File: src/rtl/tspi_pkg.sv
`default_nettype none
// +----------------------------------------------------------------------+
// | tspi_pkg                                                             |
// | Shared Tri-SPI frame geometry and link FSM states (rx and tx).       |
// | Revision: 1.0                                                        |
// +----------------------------------------------------------------------+
package tspi_pkg;
    localparam int ROW_PIX = 6;
    localparam int ROWS    = 39;
    localparam int NPIX    = ROWS * ROW_PIX;
    localparam int NGRID   = 52;
    localparam int NBITS   = 288;

    typedef enum logic [0:0] {
        SYNC = 1'b0,
        RUN  = 1'b1
    } state_t;
endpackage
`default_nettype wire

File: src/rtl/tspi_sync_edge.sv
`default_nettype none
// +----------------------------------------------------------------------+
// | tspi_sync_edge                                                       |
// | Multi-stage input synchronizer; edge lanes also get a rise pulse.    |
// | Revision: 1.0                                                        |
// +----------------------------------------------------------------------+
module tspi_sync_edge #(
    parameter int STAGES = 2,
    parameter int EDGES  = 2,
    parameter int LEVELS = 4
) (
    input  logic              clk,
    input  logic              rst_n,
    input  logic [EDGES-1:0]  edge_d,
    input  logic [LEVELS-1:0] lvl_d,
    output logic [EDGES-1:0]  rise,
    output logic [LEVELS-1:0] lvl_q
);
    // Both chains share one depth so level lanes stay aligned with the edges.
    logic [STAGES-1:0][EDGES-1:0]  r_edge;
    logic [STAGES-1:0][LEVELS-1:0] r_lvl;
    logic [EDGES-1:0]              r_prev;

    always_ff @(posedge clk or negedge rst_n) begin
        if (!rst_n) begin
            r_edge <= '0;
            r_lvl  <= '0;
            r_prev <= '0;
        end else begin
            r_edge <= {r_edge[STAGES-2:0], edge_d};
            r_lvl  <= {r_lvl[STAGES-2:0], lvl_d};
            r_prev <= r_edge[STAGES-1];
        end
    end

    assign rise  = r_edge[STAGES-1] & ~r_prev;
    assign lvl_q = r_lvl[STAGES-1];
endmodule
`default_nettype wire

File: src/rtl/tspi_rx.sv
`default_nettype none
// +----------------------------------------------------------------------+
// | tspi_rx                                                              |
// | Tri-SPI VFD link receiver: pixel writes, grid decode, frame status.  |
// | Revision: 1.0                                                        |
// +----------------------------------------------------------------------+
module tspi_rx
    import tspi_pkg::*;
#(
    parameter int SYNC_STAGES = 2
) (
    input  logic       clk,
    input  logic       rst_n,
    input  logic       sck,
    input  logic       sin1,
    input  logic       sin2,
    input  logic       sin3,
    input  logic       lat,
    input  logic       blk,
    output logic       pix_we,
    output logic [5:0] pix_row,
    output logic [2:0] pix_col,
    output logic [2:0] pix_val,
    output logic       frame_done,
    output logic [5:0] grid_n,
    output logic       grid_ok,
    output logic       cnt_err,
    output logic       blanked
);
    localparam logic [8:0] c_NPIX     = 9'(NPIX);
    localparam logic [8:0] c_GRID_END = 9'(NPIX + NGRID);
    localparam logic [8:0] c_NBITS    = 9'(NBITS);
    localparam logic [2:0] c_COL_LAST = 3'(ROW_PIX - 1);

    logic [1:0] w_rise;
    logic [3:0] w_lvl;
    logic       w_sck_rise, w_lat_rise, w_blk;
    logic [2:0] w_lanes;

    tspi_sync_edge #(
        .STAGES (SYNC_STAGES),
        .EDGES  (2),
        .LEVELS (4)
    ) u_sync (
        .clk    (clk),
        .rst_n  (rst_n),
        .edge_d ({lat, sck}),
        .lvl_d  ({blk, sin3, sin2, sin1}),
        .rise   (w_rise),
        .lvl_q  (w_lvl)
    );

    assign w_sck_rise = w_rise[0];
    assign w_lat_rise = w_rise[1];
    assign w_lanes    = w_lvl[2:0];
    assign w_blk      = w_lvl[3];

    state_t     r_state;
    logic [8:0] r_slot;
    logic [5:0] r_row, r_first, r_last;
    logic [2:0] r_col;
    logic [1:0] r_cnt;
    logic       r_mis;

    logic       w_take, w_is_pix, w_is_grid;
    logic [5:0] w_gidx;
    logic [8:0] w_slot_nx;
    logic [5:0] w_row_nx, w_first_nx, w_last_nx;
    logic [2:0] w_col_nx;
    logic [1:0] w_cnt_nx;
    logic       w_mis_nx;

    // Tracker state after this cycle's slot, so a coincident latch sees it.
    always_comb begin
        w_take     = (r_state == RUN) && w_sck_rise;
        w_is_pix   = r_slot < c_NPIX;
        w_is_grid  = !w_is_pix && (r_slot < c_GRID_END);
        w_gidx     = 6'(r_slot - c_NPIX);
        w_slot_nx  = r_slot;
        w_row_nx   = r_row;
        w_col_nx   = r_col;
        w_cnt_nx   = r_cnt;
        w_first_nx = r_first;
        w_last_nx  = r_last;
        w_mis_nx   = r_mis;
        if (w_take) begin
            if (r_slot != 9'h1FF) begin
                w_slot_nx = r_slot + 9'd1;
            end
            if (w_is_pix) begin
                if (r_col == c_COL_LAST) begin
                    w_col_nx = 3'd0;
                    w_row_nx = r_row + 6'd1;
                end else begin
                    w_col_nx = r_col + 3'd1;
                end
            end else if (w_is_grid) begin
                if (&w_lanes) begin
                    if (r_cnt == 2'd0) begin
                        w_first_nx = w_gidx;
                    end
                    w_last_nx = w_gidx;
                    if (r_cnt != 2'd3) begin
                        w_cnt_nx = r_cnt + 2'd1;
                    end
                end else if (|w_lanes) begin
                    w_mis_nx = 1'b1;
                end
            end
        end
    end

    always_ff @(posedge clk or negedge rst_n) begin
        if (!rst_n) begin
            r_state    <= SYNC;
            r_slot     <= '0;
            r_row      <= '0;
            r_col      <= '0;
            r_cnt      <= '0;
            r_first    <= '0;
            r_last     <= '0;
            r_mis      <= 1'b0;
            pix_we     <= 1'b0;
            pix_row    <= '0;
            pix_col    <= '0;
            pix_val    <= '0;
            frame_done <= 1'b0;
            grid_n     <= '0;
            grid_ok    <= 1'b0;
            cnt_err    <= 1'b0;
            blanked    <= 1'b0;
        end else begin
            pix_we     <= 1'b0;
            frame_done <= 1'b0;
            if (w_take && w_is_pix) begin
                pix_we  <= 1'b1;
                pix_row <= r_row;
                pix_col <= r_col;
                pix_val <= w_lanes;
            end
            if (w_lat_rise) begin
                if (r_state == RUN) begin
                    frame_done <= 1'b1;
                    grid_ok    <= (w_cnt_nx == 2'd2) && (w_last_nx == w_first_nx + 6'd1) && !w_mis_nx;
                    grid_n     <= w_first_nx;
                    cnt_err    <= (w_slot_nx != c_NBITS);
                    blanked    <= w_blk;
                end
                r_state <= RUN;
                r_slot  <= '0;
                r_row   <= '0;
                r_col   <= '0;
                r_cnt   <= '0;
                r_first <= '0;
                r_last  <= '0;
                r_mis   <= 1'b0;
            end else begin
                r_slot  <= w_slot_nx;
                r_row   <= w_row_nx;
                r_col   <= w_col_nx;
                r_cnt   <= w_cnt_nx;
                r_first <= w_first_nx;
                r_last  <= w_last_nx;
                r_mis   <= w_mis_nx;
            end
        end
    end
endmodule
`default_nettype wire
File: config.mk
export PLATFORM = sky130hd
export DESIGN_NAME = tspi_rx
export DESIGN_NICKNAME = d
export VERILOG_FILES = /design/src/rtl/tspi_pkg.sv /design/src/rtl/tspi_sync_edge.sv /design/src/rtl/tspi_rx.sv
export SDC_FILE = /design/constraint.sdc
export NUM_CORES = 1
export LEC_CHECK = 0
export CORE_MARGIN = 10
export CORE_UTILIZATION = 55
export CTS_CLUSTER_DIAMETER = 150
export DETAILED_ROUTE_END_ITERATION = 16
export PLACE_DENSITY = 0.77
export SKIP_CTS_REPAIR_TIMING = 1
export SYNTH_ARGS = -nofsm -noshare
export SYNTH_HDL_FRONTEND = slang
export SYNTH_SLANG_ARGS = --single-unit
File: constraint.sdc
create_clock -name clk -period 4.3 [get_ports clk]
set_input_delay 0.86 -clock clk [delete_from_list [all_inputs] [get_ports clk]]
set_output_delay 0.86 -clock clk [all_outputs]
set_load 0.005 [all_outputs]
=== After elaboration in Yosys (flattened, before gate mapping) ===
Cells that the tools add are included.

* Flip-flop bits (word level): 71
* Word-level logic and storage cells: 91

* Add/sub/neg operators: 6
* Equal/unequal tests: 6
* Reduce and logical (&&, ||, !) cells: 16
* Multiplexer cells: 37
* Magnitude comparators: 2
* Bitwise logic cells: 2

{| class="wikitable"
|+ Operators with widths
! kind !! count
|-
| $mux 6 || 15
|-
| $mux 9 || 3
|-
| $ne 9x9->1 const B || 2
|-
| $add 6x1->6 const B || 2
|-
| $mux 2 || 6
|-
| $mux 3 || 4
|-
| $add 9x1->9 const B || 1
|-
| $lt 9x8->1 const B || 1
|-
| $lt 9x9->1 const B || 1
|-
| $mux 1 || 9
|-
| $eq 6x6->1 || 1
|-
| $reduce_and 3->1 || 2
|-
| $reduce_bool 2->1 || 3
|-
| $sub 6x6->6 const B || 1
|-
| $logic_and 1x1->1 || 5
|-
| $reduce_and 2->1 || 2
|-
| $add 3x1->3 const B || 1
|-
| $eq 3x3->1 const B || 1
|-
| $reduce_or 3->1 || 1
|-
| $add 2x1->2 const B || 1
|-
| $and 2x2->2 || 1
|-
| $eq 2x2->1 const B || 1
|-
| $logic_not 1->1 || 2
|-
| $logic_not 2->1 || 1
|-
| 2 further kinds || 2
|}

=== Depth between registers and ports, before layout ===
* Depth in word-level cells: 10
* Depth in mapped cells: 15
* Gate-level depth less buffers: 15

=== Hierarchy ===
A second synthesis with hierarchy kept.

* Cells, all modules: 317
* Area total of the unflattened synthesis: 3245.6 um2

{| class="wikitable"
|+ Modules (own cells, without submodules)
! module !! sequential area each (um2) !! area an instance (um2) !! cells an instance !! times used
|-
| tspi_rx || 1426.4 || 2837.7 || 297 || 1
|-
| tspi_sync_edge || 350.3 || 407.9 || 20 || 1
|}

=== Least setup slack after synthesis ===
OpenSTA, ideal clock, no wires.

* Kind: register to register
* Start: reg r_slot[1]
* End: reg grid_ok
* Arrival time: 2954 ps
* Path buffers: 0
* Path slack: 1242 ps
* Data required time: 4196 ps
* Stages on the path, launching flop included: 15
* Cells stage by stage: dfrtp_1 -> inv_1 -> ha_1 -> and2b_1 -> o21ai_2 -> a211oi_4 -> mux2i_1 -> inv_1 -> ha_1 -> xor2_1 -> xnor2_1 -> nand3_1 -> o21ai_0 -> nand4_1 -> o41ai_2

* Cells in the longest elaborated chain, start to end: 10
* Elaborated cells on any way between the ends: 26
* Those cells by class: add/sub: 2; order compare: 2; eq/ne: 2; mux: 15; reduce/logical: 5

{| class="wikitable"
|+ Ends and longest elaborated chain
! item !! RTL line !! RTL
|-
| start: declaration || tspi_rx.sv:59 || <nowiki>logic [8:0] r_slot;</nowiki>
|-
| start signal: assignment || tspi_rx.sv:158 || <nowiki>r_slot <= w_slot_nx;</nowiki>
|-
| $sub 6x6->6 / $lt 9x8->1 (equally long branches) || tspi_rx.sv:78, tspi_rx.sv:76 ||
|-
| $mux 6 / $logic_not 1->1 (equally long branches) || tspi_rx.sv:99, tspi_rx.sv:77 ||
|-
| $mux 6 / $logic_and 1x1->1 (equally long branches) || tspi_rx.sv:98, tspi_rx.sv:77 ||
|-
| $mux 6 || tspi_rx.sv:97 || <nowiki>end else if (w_is_grid) begin</nowiki>
|-
| $mux 6 || tspi_rx.sv:90 || <nowiki>if (w_is_pix) begin</nowiki>
|-
| $mux 6 || tspi_rx.sv:86 || <nowiki>if (w_take) begin</nowiki>
|-
| $add 6x1->6 || tspi_rx.sv:144 || <nowiki>grid_ok <= (w_cnt_nx == 2'd2) && (w_last_nx == w_first_nx + 6'd1) && !w_mis_nx;</nowiki>
|-
| $eq 6x6->1 || tspi_rx.sv:144 ||
|-
| $logic_and 1x1->1 || tspi_rx.sv:144 ||
|-
| $logic_and 1x1->1 * || tspi_rx.sv:144 ||
|-
| end signal: assignment || tspi_rx.sv:144 ||
|-
| end: declaration || tspi_rx.sv:26 || <nowiki>output logic grid_ok,</nowiki>
|}

Mark *: on every way between the ends. The rest lies on a longest branch, timed or not.
A chain may end at the register's enable or synchronous reset.

=== Worst setup path in the final report ===
Same ends and word-level chain as after synthesis.

==> results_dict.tcl <==
set metrics [dict create \
    yosysWarningCount 0 \
    num_rows 27 \
    layout-drive-gt1-share_pct 9.30 \
    setup_violations 0 \
    leakagePower_nw 1.71 \
    wl_per_cell_um 15.3 \
    dp_hpwl_um 4260 \
    final_max_slew_viol_count 0 \
    grt_first_pass_wirelength_um 11100 \
    worstSetupStartpoint "r_slot[1]$_DFF_PN0_" \
    design.die.area_mm2 0.00926 \
    p_sw_share_pct 26.0 \
    slew_headroom_pct 32.1 \
    root_buffer "clkbuf_8" \
    clock_skew_ps 9.82 \
    final_antenna_net_count 0 \
    p_int_mw 1.02 \
    gr-total-overflow 0 \
    cp-endpoint "grid_ok$_DFFE_PN0P_" \
    crit_fanout 8 \
    cts_buffers 9 \
    placedCellCount 400 \
    vias 2234 \
    reg2reg_from "r_slot[1]$_DFF_PN0_" \
    p_sw_uw 357 \
    hold_violations 0 \
    cts_num_sinks 71 \
    cp.required_ps 4560 \
    clk_pin_slew_ps 80 \
    nets 352 \
    combPwrFrac_pct 8.6 \
    reg2reg_slack_ps 770 \
    vias_per_cell 5.37 \
    peakVddDrop_uv 341 \
    dieHeight_um 96.2 \
    synth_cell_types 46 \
    num_antenna_cells 0 \
    synthArstFlopShare_pct 100 \
    grt_usage_pct 15.3 \
    status "completed" \
    final_cell_mix "dfrtp_1, nand2_1, nor2_1, clkdlybuf4s50_1, xnor2_1" \
    r2r_end "grid_ok$_DFFE_PN0P_" \
    synth_edf_count 0 \
    power_mw 1.37 \
    ys_seq_area_share_pct 55.6 \
    clk_latency_ps 360 \
    slowest_stage "a211oi_4" \
    r2r_cells 14 \
    timing.fmax_ghz 0.284 \
    netlist_instances 311 \
    antenna_found_initial 0 \
    cts_buffer_depth 2 \
    area_growth_pct 16.4 \
    fin_crit_sh_pct 82.0 \
    dr.pass1.iters 4 \
    rsz0062_at_grt "no" \
    grt_max_degree 46 \
    io_buffers 30 \
    wirelength_um 6350 \
    setup_tns_ps 0 \
    power_density_mw_per_mm2 369 \
    worst_hold_path_type "register to register" \
    max_stage_delay_ps 520 \
    clockPowerShare_pct 38.9 \
    endpoint_kind "register" \
    drc_errors 0 \
    final_cell_count_no_fill 416 \
    cts_tree "yes" \
    io_pins 31 \
    place.gp.congestion 0.847 \
    crit_type "register to register" \
    seqPwrFrac_pct 52.4 \
    maxCapViolations 0 \
    arrival_ps 3780 \
    start_util_pct 57.4 \
    ys.flop_type "dfrtp_1" \
    h-tree-depth 3 \
    grt_pass1_vias 2274 \
    worst_pin_slew_ps 1020 \
    final.min_clock_period_ps 3530 \
    holdWs_ps 351 \
    die_w_um 96.2 \
    final_common_cell "dfrtp_1" \
    syn_area_mm2 0.00320 \
    path_cells "inv_1, ha_1, and2b_1, o21ai_2, a211oi_4, mux2i_1, inv_1, ha_1, xor2_1, xnor2_1, nand3_1, o21ai_0, nand4_1, o41ai_2" \
    synth_seq_cells 71 \
    start_kind "register" \
    synth_fp_nets 324 \
    fill_cells 431 \
    coreArea_mm2 0.00557 \
    first_iter_violations 199 \
    avgSynthCellArea_um2 10.3 \
]
-- final cells by class --
type                            count  area, um2  share of cell area [%]
Clock buffer                        9        124                    3.33
Clock inverter                      7       72.6                    1.95
Inverter                            7       26.3                   0.706
Multi-Input combinational cell    218       1320                    35.5
Sequential cell                    71       1780                    47.7
Tap cell                           72       90.1                    2.42
Timing Repair Buffer               32        310                    8.34
-- synth_stat cells (all sizes together) (2+ instances only) --
cell type,instances,share of area [%]
a211oi,2,1.0
and3,3,0.59
clkbuf,7,0.82
xor2,9,2.5
o21ai,16,2.6
dfrtp,71,56
nand2b,2,0.39
nor3,4,0.63
xnor2,17,4.9
a31oi,3,0.59
a21oi,8,1.3
nand2,55,6.5
nor2,43,5.0
ha,5,2.0
buf,8,1.5
mux2i,11,3.4
nor2b,3,0.59
nand3,13,2.2
inv,7,0.82
or3,4,0.94
nor3b,3,1.1
nand4,3,0.59
-- registers in the layout (all words and copies together), names as in the netlist, 2 cells and up --
register / cells
r_cnt: 2
pix_row: 6
r_row: 6
u_sync.lvl_q: 4
pix_val: 3
r_first: 6
u_sync.r_edge: 4
r_slot: 9
pix_col: 3
r_last: 6
grid_n: 6
u_sync.r_lvl: 4
u_sync.r_prev: 2
r_col: 3
-- logic make-up after synthesis --
kind of cell,share of synthesized area [%]
buf+inv,3.13
simple gates,20.9
fa+ha+maj,1.96
mux,3.80
flops,55.6
xor+xnor,7.36
compound gates,7.32
-- power groups by stage --
stage          Sequential (mW)  Combinational, mW  Clock (mW)
3_3_place_gp             0.732              0.119           0
2_1_floorplan            0.726             0.0674           0
4_1_cts                  0.721              0.122       0.542
6_report                 0.721              0.119       0.535
5_1_grt                  0.726              0.134       0.575
3_5_place_dp             0.733              0.121           0
-- worst max-delay path, delay by kind of cell, from the launching register on --
kind,cells,cell delay (ps)
buffers and inverters,2,200
flip-flops,1,490
XOR/XNOR,2,340
AO/OA/AOI/OAI,4,1020
adder cells (fa/ha/maj),2,470
AND/OR/NAND/NOR,3,490
multiplexers,1,410
-- metrics by stage --
| step | instance area [um2] | utilization, % | setup WS, ps |
|---|---|---|---|
| 2_1_floorplan | 3200 | - | 1240 |
| 3_3_place_gp | 3530 | 63.3 | 1030 |
| 3_5_place_dp | 3530 | 63.3 | 854 |
| 4_1_cts | 3720 | 66.8 | 802 |
| 5_1_grt | 3720 | 66.8 | 517 |
| 6_report | 3720 | 66.8 | 774 |
-- worst min-delay path by stage --
stage / start / end / slack, ps / cells past startpoint
5_1_grt: u_sync.r_lvl[1]$_DFF_PN0_ / u_sync.lvl_q[1]$_DFF_PN0_ / 360 / 0
3_3_place_gp: u_sync.r_lvl[0]$_DFF_PN0_ / u_sync.lvl_q[0]$_DFF_PN0_ / 330 / 0
4_1_cts: u_sync.r_lvl[2]$_DFF_PN0_ / u_sync.lvl_q[2]$_DFF_PN0_ / 350 / 0
6_report: u_sync.r_lvl[2]$_DFF_PN0_ / u_sync.lvl_q[2]$_DFF_PN0_ / 350 / 0
3_5_place_dp: u_sync.r_lvl[2]$_DFF_PN0_ / u_sync.lvl_q[2]$_DFF_PN0_ / 330 / 0
2_1_floorplan: u_sync.r_lvl[0]$_DFF_PN0_ / u_sync.lvl_q[0]$_DFF_PN0_ / 330 / 0
-- per-layer routing --
| layer | vias up | global-route usage, % | wire length [um] |
|---|---|---|---|
| li1 | 1085 | - | - |
| met1 | 1082 | 20.0 | 2880 |
| met2 | 54 | 22.1 | 2910 |
| met3 | 13 | 4.98 | 398 |
| met4 | 0 | 8.35 | 165 |
| met5 | - | 0 | 0 |
(Power assumes the default switching activity.)
